==> src/rtl/pw_entry_controller.sv <==
// ----------------------------------------------------------------------------
// Module : pw_entry_controller
// Collects PW_LEN button presses, compares them with PASSWORD, and tracks
// failures with a timed lockout. Optional macro PW_LOCK_ESCALATE_EN doubles
// the lockout time on each successive lockout.
// Revision: 1.0
// ----------------------------------------------------------------------------
`default_nettype none

module pw_entry_controller #(
  parameter int unsigned          PW_LEN         = 4,
  parameter logic [2*PW_LEN-1:0]  PASSWORD       = 8'b00_01_10_11,
  parameter int unsigned          MAX_TRIES      = 3,
  parameter int unsigned          HOLD_CYCLES    = 100_000_000,
  parameter int unsigned          LOCK_CYCLES    = 500_000_000,
  parameter int unsigned          TIMEOUT_CYCLES = 500_000_000
) (
  input  logic       clkin,
  input  logic       reset,
  input  logic [3:0] btn,
  output logic [4:0] out_char,
  output logic       unlocked,
  output logic       locked,
  output logic [2:0] fail_cnt,
  output logic [3:0] led
);

  localparam int BW = 2 * PW_LEN;
`ifdef PW_LOCK_ESCALATE_EN
  localparam longint unsigned LOCK_MAX = 64'(LOCK_CYCLES) << 3;
`else
  localparam longint unsigned LOCK_MAX = 64'(LOCK_CYCLES);
`endif
  localparam longint unsigned DW_A   = (64'(HOLD_CYCLES) > 64'(TIMEOUT_CYCLES)) ?
                                       64'(HOLD_CYCLES) : 64'(TIMEOUT_CYCLES);
  localparam longint unsigned DW_MAX = (DW_A > LOCK_MAX) ? DW_A : LOCK_MAX;
  localparam int              CNT_W  = $clog2(DW_MAX + 64'd1);

  localparam logic [CNT_W-1:0] HOLD_LAST    = CNT_W'(HOLD_CYCLES - 1);
  localparam logic [CNT_W-1:0] TIMEOUT_LAST = CNT_W'(TIMEOUT_CYCLES - 1);

  typedef enum logic [2:0] {
    S_IDLE   = 3'd0,
    S_ENTRY  = 3'd1,
    S_CHECK  = 3'd2,
    S_OPEN   = 3'd3,
    S_FAIL   = 3'd4,
    S_LOCKED = 3'd5
  } state_t;

  state_t           state_q;
  logic [3:0]       btn_q;
  logic [BW-1:0]    buf_q;
  logic [3:0]       count_q;
  logic             inv_q;
  logic [CNT_W-1:0] cnt_q;
  logic [4:0]       out_char_q;
  logic             unlocked_q;
  logic             locked_q;
  logic [2:0]       fail_cnt_q;
  logic [3:0]       led_q;

  logic [3:0]       btn_edge;
  logic             press;
  logic             multi;
  logic [1:0]       code;
  logic [3:0]       count_d;
  logic [CNT_W-1:0] lock_last;

  assign btn_edge = btn & ~btn_q;
  assign press    = |btn_edge;
  // Clearing the lowest set bit leaves something only if two or more were set.
  assign multi    = |(btn_edge & (btn_edge - 4'd1));
  assign count_d  = (state_q == S_IDLE) ? 4'd1 : count_q + 4'd1;

  always_comb begin
    code = 2'd0;
    if (btn_edge[3])      code = 2'd3;
    else if (btn_edge[2]) code = 2'd2;
    else if (btn_edge[1]) code = 2'd1;
  end

`ifdef PW_LOCK_ESCALATE_EN
  logic [1:0] esc_q;
  logic [1:0] lock_sh_q;
  assign lock_last = (CNT_W'(LOCK_CYCLES) << lock_sh_q) - CNT_W'(1);
`else
  assign lock_last = CNT_W'(LOCK_CYCLES - 1);
`endif

  always_ff @(posedge clkin or negedge reset) begin
    if (!reset) begin
      state_q    <= S_IDLE;
      btn_q      <= 4'hF;
      buf_q      <= '0;
      count_q    <= 4'd0;
      inv_q      <= 1'b0;
      cnt_q      <= '0;
      out_char_q <= 5'd0;
      unlocked_q <= 1'b0;
      locked_q   <= 1'b0;
      fail_cnt_q <= 3'd0;
      led_q      <= 4'd0;
`ifdef PW_LOCK_ESCALATE_EN
      esc_q      <= 2'd0;
      lock_sh_q  <= 2'd0;
`endif
    end else begin
      btn_q <= btn;
      cnt_q <= cnt_q + CNT_W'(1);
      case (state_q)
        S_IDLE, S_ENTRY: begin
          if (press) begin
            buf_q      <= (state_q == S_IDLE) ? BW'(code) : BW'({buf_q, code});
            inv_q      <= ((state_q == S_ENTRY) && inv_q) || multi;
            count_q    <= count_d;
            out_char_q <= 5'(count_d);
            led_q      <= 4'd1 << code;
            cnt_q      <= '0;
            state_q    <= (count_d == 4'(PW_LEN)) ? S_CHECK : S_ENTRY;
          end else if (state_q == S_ENTRY && cnt_q == TIMEOUT_LAST) begin
            state_q    <= S_IDLE;
            buf_q      <= '0;
            count_q    <= 4'd0;
            inv_q      <= 1'b0;
            out_char_q <= 5'd0;
            led_q      <= 4'd0;
            cnt_q      <= '0;
          end
        end
        S_CHECK: begin
          cnt_q <= '0;
          led_q <= 4'd0;
          if (buf_q == PASSWORD && !inv_q) begin
            state_q    <= S_OPEN;
            unlocked_q <= 1'b1;
            out_char_q <= 5'd16;
            fail_cnt_q <= 3'd0;
`ifdef PW_LOCK_ESCALATE_EN
            esc_q      <= 2'd0;
`endif
          end else begin
            state_q    <= S_FAIL;
            out_char_q <= 5'd17;
            fail_cnt_q <= (fail_cnt_q == 3'd7) ? 3'd7 : fail_cnt_q + 3'd1;
          end
        end
        S_OPEN: begin
          if (cnt_q == HOLD_LAST) begin
            state_q    <= S_IDLE;
            unlocked_q <= 1'b0;
            out_char_q <= 5'd0;
            buf_q      <= '0;
            count_q    <= 4'd0;
            inv_q      <= 1'b0;
            cnt_q      <= '0;
          end
        end
        S_FAIL: begin
          if (cnt_q == HOLD_LAST) begin
            buf_q   <= '0;
            count_q <= 4'd0;
            inv_q   <= 1'b0;
            cnt_q   <= '0;
            if (fail_cnt_q >= 3'(MAX_TRIES)) begin
              state_q    <= S_LOCKED;
              locked_q   <= 1'b1;
              out_char_q <= 5'd18;
`ifdef PW_LOCK_ESCALATE_EN
              lock_sh_q  <= esc_q;
              esc_q      <= (esc_q == 2'd3) ? 2'd3 : esc_q + 2'd1;
`endif
            end else begin
              state_q    <= S_IDLE;
              out_char_q <= 5'd0;
            end
          end
        end
        S_LOCKED: begin
          if (cnt_q == lock_last) begin
            state_q    <= S_IDLE;
            locked_q   <= 1'b0;
            out_char_q <= 5'd0;
            fail_cnt_q <= 3'd0;
            cnt_q      <= '0;
          end
        end
        default: begin
          state_q <= S_IDLE;
          cnt_q   <= '0;
        end
      endcase
    end
  end

  assign out_char = out_char_q;
  assign unlocked = unlocked_q;
  assign locked   = locked_q;
  assign fail_cnt = fail_cnt_q;
  assign led      = led_q;

endmodule

`default_nettype wire

==> config.mk <==
export PLATFORM = sky130hd
export DESIGN_NAME = pw_entry_controller
export DESIGN_NICKNAME = d
export VERILOG_FILES = /design/src/rtl/pw_entry_controller.sv
export SDC_FILE = /design/constraint.sdc
export NUM_CORES = 1
export LEC_CHECK = 0
export ABC_AREA = 1
export CAP_MARGIN = 20
export CORE_ASPECT_RATIO = 1.1
export CORE_MARGIN = 1
export CORE_UTILIZATION = 60
export CTS_CLUSTER_DIAMETER = 120
export DETAILED_ROUTE_END_ITERATION = 8
export PLACE_DENSITY = 0.8
export SYNTH_ARGS = -nofsm -noshare
export SYNTH_HDL_FRONTEND = slang
export SYNTH_SLANG_ARGS = --single-unit
==> constraint.sdc <==
create_clock -name clkin -period 2.4 [get_ports clkin]
set_input_delay 0.24 -clock clkin [delete_from_list [all_inputs] [get_ports clkin]]
set_output_delay 0.24 -clock clkin [all_outputs]
set_load 0.005 [all_outputs]
==> impl_metrics.env <==
export IMPL_run_status="finished, final reports clean"
export IMPL_rsz0062_at_grt="false"
export IMPL_gr_usage_all_layers=0.2615
export IMPL_tritoncts_num_sinks=63
export IMPL_max_clock_freq_ghz=0.4679
export IMPL_power_leakage_nw=1.810
export IMPL_gp_congestion=0.8916
export IMPL_die_area_mm2=0.006126
export IMPL_seq_area_frac_synth=0.4532
export IMPL_count_of_cells_along_the_worst_register_to_register_path=11
export IMPL_post_synth_main_area_contributors="sky130_fd_sc_hd__dfrtp_1 42%, sky130_fd_sc_hd__nand2_1 14%, sky130_fd_sc_hd__nor2_1 7.5%, sky130_fd_sc_hd__xor2_1 5.5%, sky130_fd_sc_hd__inv_1 5.5%"
export IMPL_synth_lib_cells_used_distinct=30
export IMPL_nNetsFinal=493
export IMPL_totalWireLength_mm=7.309
export IMPL_path_clk_slew_ns=0.07
export IMPL_layout_area_overhead_vs_synth_pct=13.98
export IMPL_critical_path_max_stage_delay_ns=0.36
export IMPL_setup_viols_final=0
export IMPL_detail_route_antenna_nets=0
export IMPL_summed_negative_setup_slack_over_all_endpoints_ns=0
export IMPL_grt_remaining_overflow=0
export IMPL_maxCapViolations=0
export IMPL_synth_largest_area_cell="sky130_fd_sc_hd__dfrtp_1"
export IMPL_final_min_clock_period_ns=2.137
export IMPL_startpoint_class_of_the_critical_path="flip-flop"
export IMPL_whs_path_depth=1
export IMPL_cp_top_family="simple AND/OR/NAND/NOR gates"
export IMPL_cell_chain_critical_path="ha_1, nand2_1, nor2_4, nand2_2, nor2_4, nand2_2, o21ai_4, inv_2, nor2_4, nand2_1, nand2_1"
export IMPL_grt_pass1_vias=2729
export IMPL_worst_path_buf_inv=1
export IMPL_synth_enable_flop_cells=0
export IMPL_final_layout_size_suffix_gt1_frac=0.09446
export IMPL_cts_path_max_buffers=2
export IMPL_cts_tree="built"
export IMPL_via_per_inst=5.210
export IMPL_initial_utilization=0.6344
export IMPL_final_max_slew_violation_count=0
export IMPL_max_vdd_ir_drop_uv=460.1
export IMPL_grt_first_pass_wirelength_mm=11.87
export IMPL_maximum_number_of_pins_on_one_net_before_global_route_repair=64
export IMPL_synthesis_yosys_warnings=0
export IMPL_routedWlPerCell_um=13.01
export IMPL_timing_critical_path_slowest_stage_cell="sky130_fd_sc_hd__dfrtp_1"
export IMPL_postLayoutCoreUtil=0.7232
export IMPL_port_buffers=19
export IMPL_core_rowCount=28
export IMPL_detail_route_iter0_violations=165
export IMPL_tightestPinTransition_ns=0.5266
export IMPL_power_density_mw_per_mm2=525.2
export IMPL_layout_cells_most_common="sky130_fd_sc_hd__nand2_1"
export IMPL_synth_cell_area_mm2=0.003490
export IMPL_timing_hold_worst_start="btn[2]"
export IMPL_cts_root_buf="sky130_fd_sc_hd__clkbuf_8"
export IMPL_vias=2928
export IMPL_relSlewSlack=0.6462
export IMPL_synth_area_per_cell_um2=7.703
export IMPL_finalClockSkew_ns=0.007150
export IMPL_worst_setup_path_type="flip-flop to flip-flop"
export IMPL_core_mm2=0.005500
export IMPL_mostFrequentLayoutCells="131 x sky130_fd_sc_hd__nand2_1, 70 x sky130_fd_sc_hd__nor2_1, 59 x sky130_fd_sc_hd__dfrtp_1, 51 x sky130_fd_sc_hd__inv_1, 25 x sky130_fd_sc_hd__nand3_1"
export IMPL_worstSetupEndpointType="flip-flop"
export IMPL_dp_final_hpwl_mm=5.162
export IMPL_die_w_um=74.72
export IMPL_class_of_the_worst_hold_path="input pin to flip-flop"
export IMPL_route_detailed_drc=0
export IMPL_worst_r2r_startpoint="cnt_q[0]"
export IMPL_synthFlopType="sky130_fd_sc_hd__dfrtp_1"
export IMPL_ios=20
export IMPL_cts_inserted_buffers=9
export IMPL_grt_antenna_before_repair=0
export IMPL_timing_hold_violations_final=0
export IMPL_ctsHtreeMaxLevel=3
export IMPL_timing_critical_path_fanout_max=15
export IMPL_synthArstFlopShare=1.000
export IMPL_synth_top_cell_area_share=0.4231
export IMPL_post_cts_repair_setup_buffers=0
export IMPL_rrSetupSlack_ns=0.26
export IMPL_synthCells=453
export IMPL_insertedDiodeCount=0
export IMPL_worst_r2r_end="state_q[0]"
export IMPL_synth_fp_nets=464
export IMPL_critical_path_required_ns=2.68
export IMPL_hold_end="btn_q[2]"
export IMPL_skew_pair_late_insertion_delay_ns=0.34
export IMPL_firstDrtPassIters=5
export IMPL_die_y_um=81.99
export IMPL_period_share=0.8905
export IMPL_worst_endpoint_arrival_ns=2.42
export IMPL_ys_seq_elements=63
export IMPL_fill_cells=452
-- power breakdown --
part	switching [mW]	total (mW)	internal, mW
sequential	0.000841	1.07	1.07
combinational	0.0375	0.0541	0.0166
clock	0.405	0.967	0.562
total	0.443	2.09	1.65
-- synth_stat cells (2+ instances only) --
master                    number
sky130_fd_sc_hd__a21oi_1       3
sky130_fd_sc_hd__nand2_1     131
sky130_fd_sc_hd__o21ai_2      10
sky130_fd_sc_hd__xor2_1       22
sky130_fd_sc_hd__nor2_2        3
sky130_fd_sc_hd__o21ai_1       4
sky130_fd_sc_hd__o21ai_0      15
sky130_fd_sc_hd__o21a_1        2
sky130_fd_sc_hd__nor3b_1       3
sky130_fd_sc_hd__buf_4         2
sky130_fd_sc_hd__nor2_4        3
sky130_fd_sc_hd__inv_1        51
sky130_fd_sc_hd__xnor2_1       4
sky130_fd_sc_hd__ha_1          5
sky130_fd_sc_hd__dfstp_2       4
sky130_fd_sc_hd__nand4_1      11
sky130_fd_sc_hd__inv_2         3
sky130_fd_sc_hd__nor3_1        8
sky130_fd_sc_hd__nor2_1       70
sky130_fd_sc_hd__buf_6         3
sky130_fd_sc_hd__nand3_1      25
sky130_fd_sc_hd__o22ai_1       2
sky130_fd_sc_hd__nor4_1        3
sky130_fd_sc_hd__nand2_2       2
sky130_fd_sc_hd__dfrtp_1      59
-- final cells by class --
| cell class | count | area (µm²) | area share |
|---|---|---|---|
| clock buffers | 13 | 168.9 | 0.04247 |
| clock inverters | 3 | 40.04 | 0.01007 |
| inverters | 55 | 206.4 | 0.05190 |
| multi-input cells | 331 | 1664 | 0.4184 |
| flip-flops and latches | 63 | 1582 | 0.3976 |
| well taps | 75 | 93.84 | 0.02359 |
| repair buffers | 22 | 222.7 | 0.05599 |
-- what timing repair did --
item | CTS | global route
hold endpoints to repair | 59 | 0
gates resized for setup | 0 | 1
setup endpoints to repair | 0 | 28
hold buffers | 1 | 0
-- worst max-delay path by stage --
stage	from	end	slack [ns]	cells past startpoint
after floorplan	cnt_q[0]	cnt_q[20]	0.65	11
after global placement	btn[3]	cnt_q[22]	0.16	10
after detailed placement	btn[3]	cnt_q[25]	0.08	10
after CTS	cnt_q[0]	cnt_q[25]	0.09	10
after global routing	cnt_q[0]	state_q[0]	0.09	11
final	cnt_q[0]	state_q[0]	0.26	11
-- cells by family (layout without fill, tap and decap cells) --
group | Yosys count | after routing | share of synthesized area
simple gates | 260 | 261 | 0.3170
flops | 63 | 63 | 0.4532
fa+ha+maj | 5 | 5 | 0.01793
buf+inv | 60 | 93 | 0.07314
compound gates | 39 | 39 | 0.07350
xor+xnor | 26 | 26 | 0.06525
-- per-stage QoR --
stage	area, µm²	instances	power (mW)	hold WS, ns	worst slack [ns]
after floorplan	3490	453	1.105	-0.05559	0.6519
after global placement	3747	544	1.141	0.2766	0.1570
after detailed placement	3747	544	1.142	0.2737	0.08071
after CTS	3966	561	2.102	0.3137	0.08848
after global routing	3978	562	2.150	0.3235	0.09069
final	3978	562	2.089	0.3287	0.2628
-- registers in the layout (all words and copies together), names as in the netlist --
signal / count
fail_cnt: 3
buf_q: 8
state_q: 3
led: 4
locked: 1
cnt_q: 29
out_char: 5
btn_q: 4
count_q: 4
inv_q: 1
unlocked: 1
-- metal layers --
| layer | GRT usage | up-vias | wire [µm] |
|---|---|---|---|
| li1 | - | 1483 | - |
| met2 | 0.4405 | 61 | 3722 |
| met3 | 0.07485 | 16 | 310 |
| met4 | 0.1264 | 0 | 131 |
| met1 | 0.3038 | 1368 | 3145 |
| met5 | 0 | - | 0 |
Power figures use the tool's default switching activity.
